--- config.mk ---
export PLATFORM = sky130hd
export DESIGN_NAME = stage_accum
export DESIGN_NICKNAME = d
export VERILOG_FILES = /design/src/rtl/cascade_pkg.sv /design/src/rtl/stage_accum.sv
export SDC_FILE = /design/constraint.sdc
export NUM_CORES = 1
export LEC_CHECK = 0
export ABC_CLOCK_PERIOD_IN_PS = 6900
export BUFFER_PORTS_ARGS = -buffer_cell sky130_fd_sc_hd__buf_2
export CAP_MARGIN = 20
export CORE_MARGIN = 4
export CORE_UTILIZATION = 40
export DETAILED_ROUTE_END_ITERATION = 7
export SLEW_MARGIN = 40
export SYNTH_ARGS = -nofsm -noshare
export SYNTH_HDL_FRONTEND = slang
export SYNTH_SLANG_ARGS = --single-unit
export TNS_END_PERCENT = 10
--- constraint.sdc ---
create_clock -name clk -period 6.9 [get_ports clk]
set_input_delay 0.69 -clock clk [delete_from_list [all_inputs] [get_ports clk]]
set_output_delay 0.69 -clock clk [all_outputs]
set_load 0.02 [all_outputs]
--- src/rtl/cascade_pkg.sv ---
// cascade_pkg: shared cascade widths and the stage accumulator state encoding
package cascade_pkg;
  localparam int W_LEAF = 13;
  localparam int STAGE_NUM = 25;
  localparam int MAX_STAGE_FEAT = 211;
  localparam int W_CNT = $clog2(MAX_STAGE_FEAT + 1);
  localparam int W_ACC = W_LEAF + W_CNT;
  localparam int W_STAGE = $clog2(STAGE_NUM);
  typedef enum logic [1:0] {IDLE, ACCUM, RESULT} state_t;
endpackage

--- src/rtl/stage_accum.sv ---
// stage_accum: sums one stage's signed leaves, compares against threshold, reports pass/done per stage
module stage_accum #(
  parameter int W_LEAF = cascade_pkg::W_LEAF,
  parameter int STAGE_NUM = cascade_pkg::STAGE_NUM,
  parameter int MAX_STAGE_FEAT = cascade_pkg::MAX_STAGE_FEAT,
  localparam int W_CNT = $clog2(MAX_STAGE_FEAT + 1),
  localparam int W_ACC = W_LEAF + W_CNT,
  localparam int W_STAGE = $clog2(STAGE_NUM)
) (
  input  logic               clk,
  input  logic               rst,
  input  logic               clear,
  input  logic               stage_valid,
  output logic               stage_ready,
  input  logic [W_CNT-1:0]   stage_feat_num,
  input  logic [W_ACC-1:0]   stage_thr,
  input  logic               leaf_valid,
  output logic               leaf_ready,
  input  logic [W_LEAF-1:0]  leaf_data,
  output logic               result_valid,
  input  logic               result_ready,
  output logic               result_pass,
  output logic [W_STAGE-1:0] result_stage,
  output logic               result_done
);
  import cascade_pkg::*;
  state_t state;
  logic [W_ACC-1:0] acc, thr, acc_sum, res_acc, res_thr;
  logic [W_CNT-1:0] cnt;
  logic [W_STAGE-1:0] stage_idx;
  logic to_res, pass_nxt, done_nxt;
  assign stage_ready = state == IDLE;
  assign leaf_ready = state == ACCUM;
  assign result_valid = state == RESULT;
  // A zero-feature stage enters RESULT straight from IDLE with sum 0 against the incoming threshold
  always_comb begin
    acc_sum = acc + {{(W_ACC-W_LEAF){leaf_data[W_LEAF-1]}}, leaf_data};
    res_acc = state == IDLE ? '0 : acc_sum;
    res_thr = state == IDLE ? stage_thr : thr;
    pass_nxt = $signed(res_acc) >= $signed(res_thr);
    done_nxt = !pass_nxt || stage_idx == W_STAGE'(STAGE_NUM - 1);
    to_res = (state == IDLE && stage_valid && stage_feat_num == '0) ||
             (state == ACCUM && leaf_valid && cnt == W_CNT'(1));
  end
  always_ff @(posedge clk) begin
    if (rst || clear) begin
      state <= IDLE;
      acc <= '0;
      thr <= '0;
      cnt <= '0;
      stage_idx <= '0;
      result_pass <= 1'b0;
      result_stage <= '0;
      result_done <= 1'b0;
    end else begin
      if (state == IDLE && stage_valid) begin
        thr <= stage_thr;
        cnt <= stage_feat_num;
        acc <= '0;
        state <= stage_feat_num == '0 ? RESULT : ACCUM;
      end
      if (state == ACCUM && leaf_valid) begin
        acc <= acc_sum;
        cnt <= cnt - W_CNT'(1);
        if (cnt == W_CNT'(1)) state <= RESULT;
      end
      if (state == RESULT && result_ready) begin
        stage_idx <= result_done ? '0 : stage_idx + W_STAGE'(1);
        state <= IDLE;
      end
      if (to_res) begin
        result_pass <= pass_nxt;
        result_stage <= stage_idx;
        result_done <= done_nxt;
      end
    end
  end
  feat_num_legal: assert property (@(posedge clk) disable iff (rst)
    stage_valid && stage_ready |-> stage_feat_num <= W_CNT'(MAX_STAGE_FEAT));
endmodule

**After elaboration in Yosys (flattened, before gate mapping)**

Index checks and enable logic that the tools add are counted.
Widths: inputs -> output; s select.

- Flip-flop bits (word level): 64
- Input bits: 48
- Word-level logic and storage cells: 40

- Add/sub/neg operators: 3
- Order comparisons: 1
- Equality and inequality tests: 4
- Muxes and demuxes: 11
- Reductions and logical operators: 13

Operators by type and width:

| operator | count |
|---|---|
| $mux 21 | 4 |
| $add 21x21->21 | 1 |
| $ge 21x21->1 | 1 |
| $mux 8 | 2 |
| $eq 8x1->1 const B | 1 |
| $logic_not 8->1 | 1 |
| $mux 2 | 4 |
| $sub 8x1->8 const B | 1 |
| $add 5x1->5 const B | 1 |
| $eq 5x5->1 const B | 1 |
| $logic_and 1x1->1 | 5 |
| $mux 5 | 1 |
| $logic_or 1x1->1 | 3 |
| $eq 2x1->1 const B | 1 |
| $eq 2x2->1 const B | 1 |
| $logic_not 2->1 | 1 |
| $reduce_bool 2->1 | 1 |
| $reduce_or 2->1 | 1 |
| $logic_not 1->1 | 1 |

**Depth between registers and ports, before layout**

- Depth after elaboration: 5
- Gate-level depth with buffers: 17

**Least setup slack after synthesis**

No wires, ideal clock.

- Kind: in2reg
- Start point: in leaf_data[0]
- End point: reg result_pass
- Arrival time: 4.072 ns
- Data required time: 6.772 ns
- Setup slack: 2.700 ns
- Stages on the path: 17
- Cell sequence: ha_1 > fa_1 > a21o_2 > a221oi_4 > a22o_4 > nor4_1 > or3_1 > xnor2_1 > nor2_1 > ha_1 > a21o_1 > a31oi_1 > o21ai_0 > a221oi_1 > mux2_2 > mux2i_1 > nor2_1

- Longest elaborated chain between the ends: 3

RTL lines:

| what | line | source |
|---|---|---|
| start: declaration | stage_accum.sv:19 | `input logic [W_LEAF-1:0] leaf_data,` |
| $add 21x21->21 | stage_accum.sv:37 | `acc_sum = acc + {{(W_ACC-W_LEAF){leaf_data[W_LEAF-1]}}, leaf_data};` |
| $mux 21 | stage_accum.sv:38 | `res_acc = state == IDLE ? '0 : acc_sum;` |
| $ge 21x21->1 | stage_accum.sv:40 | `pass_nxt = $signed(res_acc) >= $signed(res_thr);` |
| end signal: assignment | stage_accum.sv:72 | `result_pass <= pass_nxt;` |
| end: declaration | stage_accum.sv:22 | `output logic result_pass,` |

Every way passes these cells.
A chain may end at the register's enable or synchronous reset.

**Worst setup path in the final report**

Ends and elaborated chain as after synthesis.

==> summary.md <==
| Metric | Value |
|---|---|
| Fmax | 0.232 GHz |
| Final setup viols | 0 |
| Fin crit share | 0.625 |
| Die area | 12,600 um^2 |
| Design area | 4930 um^2 |
| Number of clock sinks | 64 |
| Die H | 112 um |
| Setup Fix Bufs, Post-CTS | 0 |
| Pin count of the biggest net entering global routing | 46 |
| Final Hold Violating Endpoints | 0 |
| RSZ-0062 raised after global routing | false |
| CP startpoint kind | primary input |
| Detailed Route Iter0 Violations | 216 |
| DRC Markers | 0 |
| Warnings from Yosys | 0 |
| Synth cell count leaders | nand2_1 (85), nor2_1 (71), dfxtp_1 (64) |
| Flop-to-flop setup slack | 2.74 ns |
| Slowest cell on the critical path | fa_1 |
| CTS tree | yes |
| Post-synth EDFFs | 0 |
| Synth Flop Type | dfxtp_1 |
| Area grow syn2layout | 13.8% |
| R2r startpoint | acc[0] |
| WL/cell | 15.1 um |
| Clk_lat worst skew | 0.35 ns |
| Worst-margin pin slew | 0.662 ns |
| Total GRT Usage | 0.179 |
| Setup_tns | 0 ns |
| RR Endpoint | result_pass |
| Final Max Slew Viols | 0 |
| Core area | 10,400 um^2 |
| # IOs | 58 |
| Layout Skew | 0.0109 ns |
| Initial Util | 0.416 |
| Sequential share of the synthesized area | 0.296 |
| Post-DP HPWL | 8230 um |
| CTS buffer count | 9 |
| Crit Path Class | primary input to flop |
| Die X | 112 um |
| Most frequent cell after synthesis | nand2_1 |
| Req. time, crit path | 7.11 ns |
| Max capacitance violation total | 0 |
| Worst IR Drop VDD | 0.142 mV |
| DRT Pass-1 Iters | 5 |
| Via-to-Cell Ratio | 5.52 |
| Layout cells sized above 1 | 0.159 |
| I/O Buffers | 57 |
| Initial antenna violation count | 0 |
| Antenna cells | 0 |
| Number of global-route vias before repair | 3,992 |
| Row cnt | 37 |
| Area post-placement | 4710 um^2 |
| Post-Syn Nets | 634 |
| Cell count of the worst reg-to-reg path | 16 |
| Crit-path cells | buf_2, ha_1, fa_1, a21o_2, a221oi_4, o21bai_1, a21oi_1, xor2_1, nor2_1, ha_1, a21oi_1, o21ai_0, a221o_1, a221oi_1, mux2_2, mux2i_1, nor2_1 |
| Post-layout nets | 680 |
| Clock root buffer | clkbuf_8 |
| Slowest cell delay on critical path | 0.42 ns |
| DR vias | 4,013 |
| CP Capture Type | flop |
| Hold_buf cts | 0 |
| Main area contributors after synthesis | dfxtp_1 (30%), ha_1 (13%), nand2_1 (7.4%) |
| Outcome | complete, no violations |
| Post-synth top area share | 0.296 |
| P per Cell Area | 181 nW/um^2 |
| Placer congestion estimate | 0.940 |
| Synthesized cell area | 4330 um^2 |
| CP max FO | 5 |
| Post_cts resized | 0 |
| Routed Antenna Nets | 0 |
| Hold EP | thr[20] |
| Post-Syn Instances | 540 |
| Async SR Flop Fraction | 0 |
| Clock transition at the registers of the reported paths | 0.07 ns |
| H-tree levels | 3 |
| HP Start | thr[20] |
| Crit path DAT | 4.52 ns |
| LEAKAGE | 0.00213 uW |
| Library cells used by synthesis | 64 |
| Syn_area_per_cell | 8.02 um^2 |
| Worst hold stages | 2 |
| WL final | 11,000 um |
| Slew margin rel. | 0.558 |
| First-pass GRT wire length | 18,700 um |
| Final min period | 4.31 ns |
| Largest buffer count on any clock path | 2 |
| #FFs+latches synth | 64 |
| Total grt overflow | 0 |
| Worst hold path type | flop to flop |
| Yosys top cell by area | dfxtp_1 |
-- power by group --
part | internal (uW) | leakage (uW) | total [uW] | switching, uW
logic | 53.3 | 0.00151 | 138 | 84.6
clock network | 213 | 0.000106 | 371 | 158
registers | 376 | 0.000518 | 381 | 4.85
-- stage by stage --
step / setup slack (ns) / hold slack [ns] / power [uW] / util / instances
6_report: 2.59 / 0.456 / 890 / 0.473 / 727
5_1_grt: 2.22 / 0.470 / 932 / 0.473 / 727
4_1_cts: 2.62 / 0.456 / 899 / 0.473 / 727
3_5_place_dp: 2.26 / 0.446 / 527 / 0.452 / 711
3_3_place_gp: 2.33 / 0.440 / 523 / 0.451 / 711
2_1_floorplan: 2.70 / 0.429 / 483 / - / 540
-- cell type report --
| cell class | instances | area (um^2) |
|---|---|---|
| inverters | 10 | 37.5 |
| clock inverters | 5 | 80.1 |
| clock buffers | 11 | 141 |
| repair buffers | 58 | 293 |
| multi-input cells | 443 | 2930 |
| well taps | 136 | 170 |
| fillers | 1059 | 5490 |
| flip-flops and latches | 64 | 1280 |
-- critical path, delay by kind of cell --
family,cells,cell delay [ns]
compound gates,8,1.83
fa+ha+maj,3,0.99
mux,2,0.51
xor+xnor,1,0.26
simple gates,2,0.13
buf+inv,1,0.11
-- metal layers --
| layer | vias up | track usage | routed length [um] |
|---|---|---|---|
| met5 | - | 0 | 0 |
| met1 | 1849 | 0.233 | 4990 |
| met4 | 0 | 0.0545 | 248 |
| met2 | 115 | 0.296 | 5120 |
| met3 | 18 | 0.0426 | 632 |
| li1 | 2031 | - | - |
-- cell families (layout without fill, tap and decap cells) --
kind of cell,Yosys count,after routing,share of synthesized area
xor gates and xnor gates,22,22,0.0445
AOI/OAI and AO/OA,143,143,0.214
buffers and inverters,33,84,0.0329
muxes,28,28,0.0653
adders and majority gates,46,46,0.135
and+or+nand+nor,204,204,0.213
DFF,64,64,0.296
-- sequential cells by signal, summed over array words and instances, names as in the netlist --
signal	flops
acc	21
thr	21
cnt	8
result_stage	5
stage_idx	5
state	2
result_done	1
result_pass	1
-- layout by cell type (no fill, tap or decap), types with 3 or more instances in the layout --
master and n:
xor2_1 9, a221oi_1 3, nor4_1 4, a31oi_1 7, nand3_1 3, a21o_1 5
ha_1 45, nor2b_1 3, clkbuf_8 10, and2_1 3, nor3_1 6, o21bai_1 3
xnor2_1 13, nand3b_1 3, inv_1 10, a21oi_1 57, mux2i_1 26, nor2_1 68
a22oi_1 3, o211ai_1 5, o21ai_0 32, o21a_1 3, dfxtp_1 64, buf_2 57
nand4_1 10, nand2_1 84
-- worst max-delay path by stage --
stage | endpoint | from | depth (start not counted)
2_1_floorplan | result_pass | leaf_data[0] | 17
3_3_place_gp | result_pass | leaf_data[0] | 17
3_5_place_dp | result_pass | leaf_data[0] | 17
4_1_cts | result_pass | leaf_data[0] | 17
5_1_grt | result_pass | leaf_data[0] | 17
6_report | result_pass | leaf_data[0] | 17
Note: power is estimated with default switching activity, not from simulation.
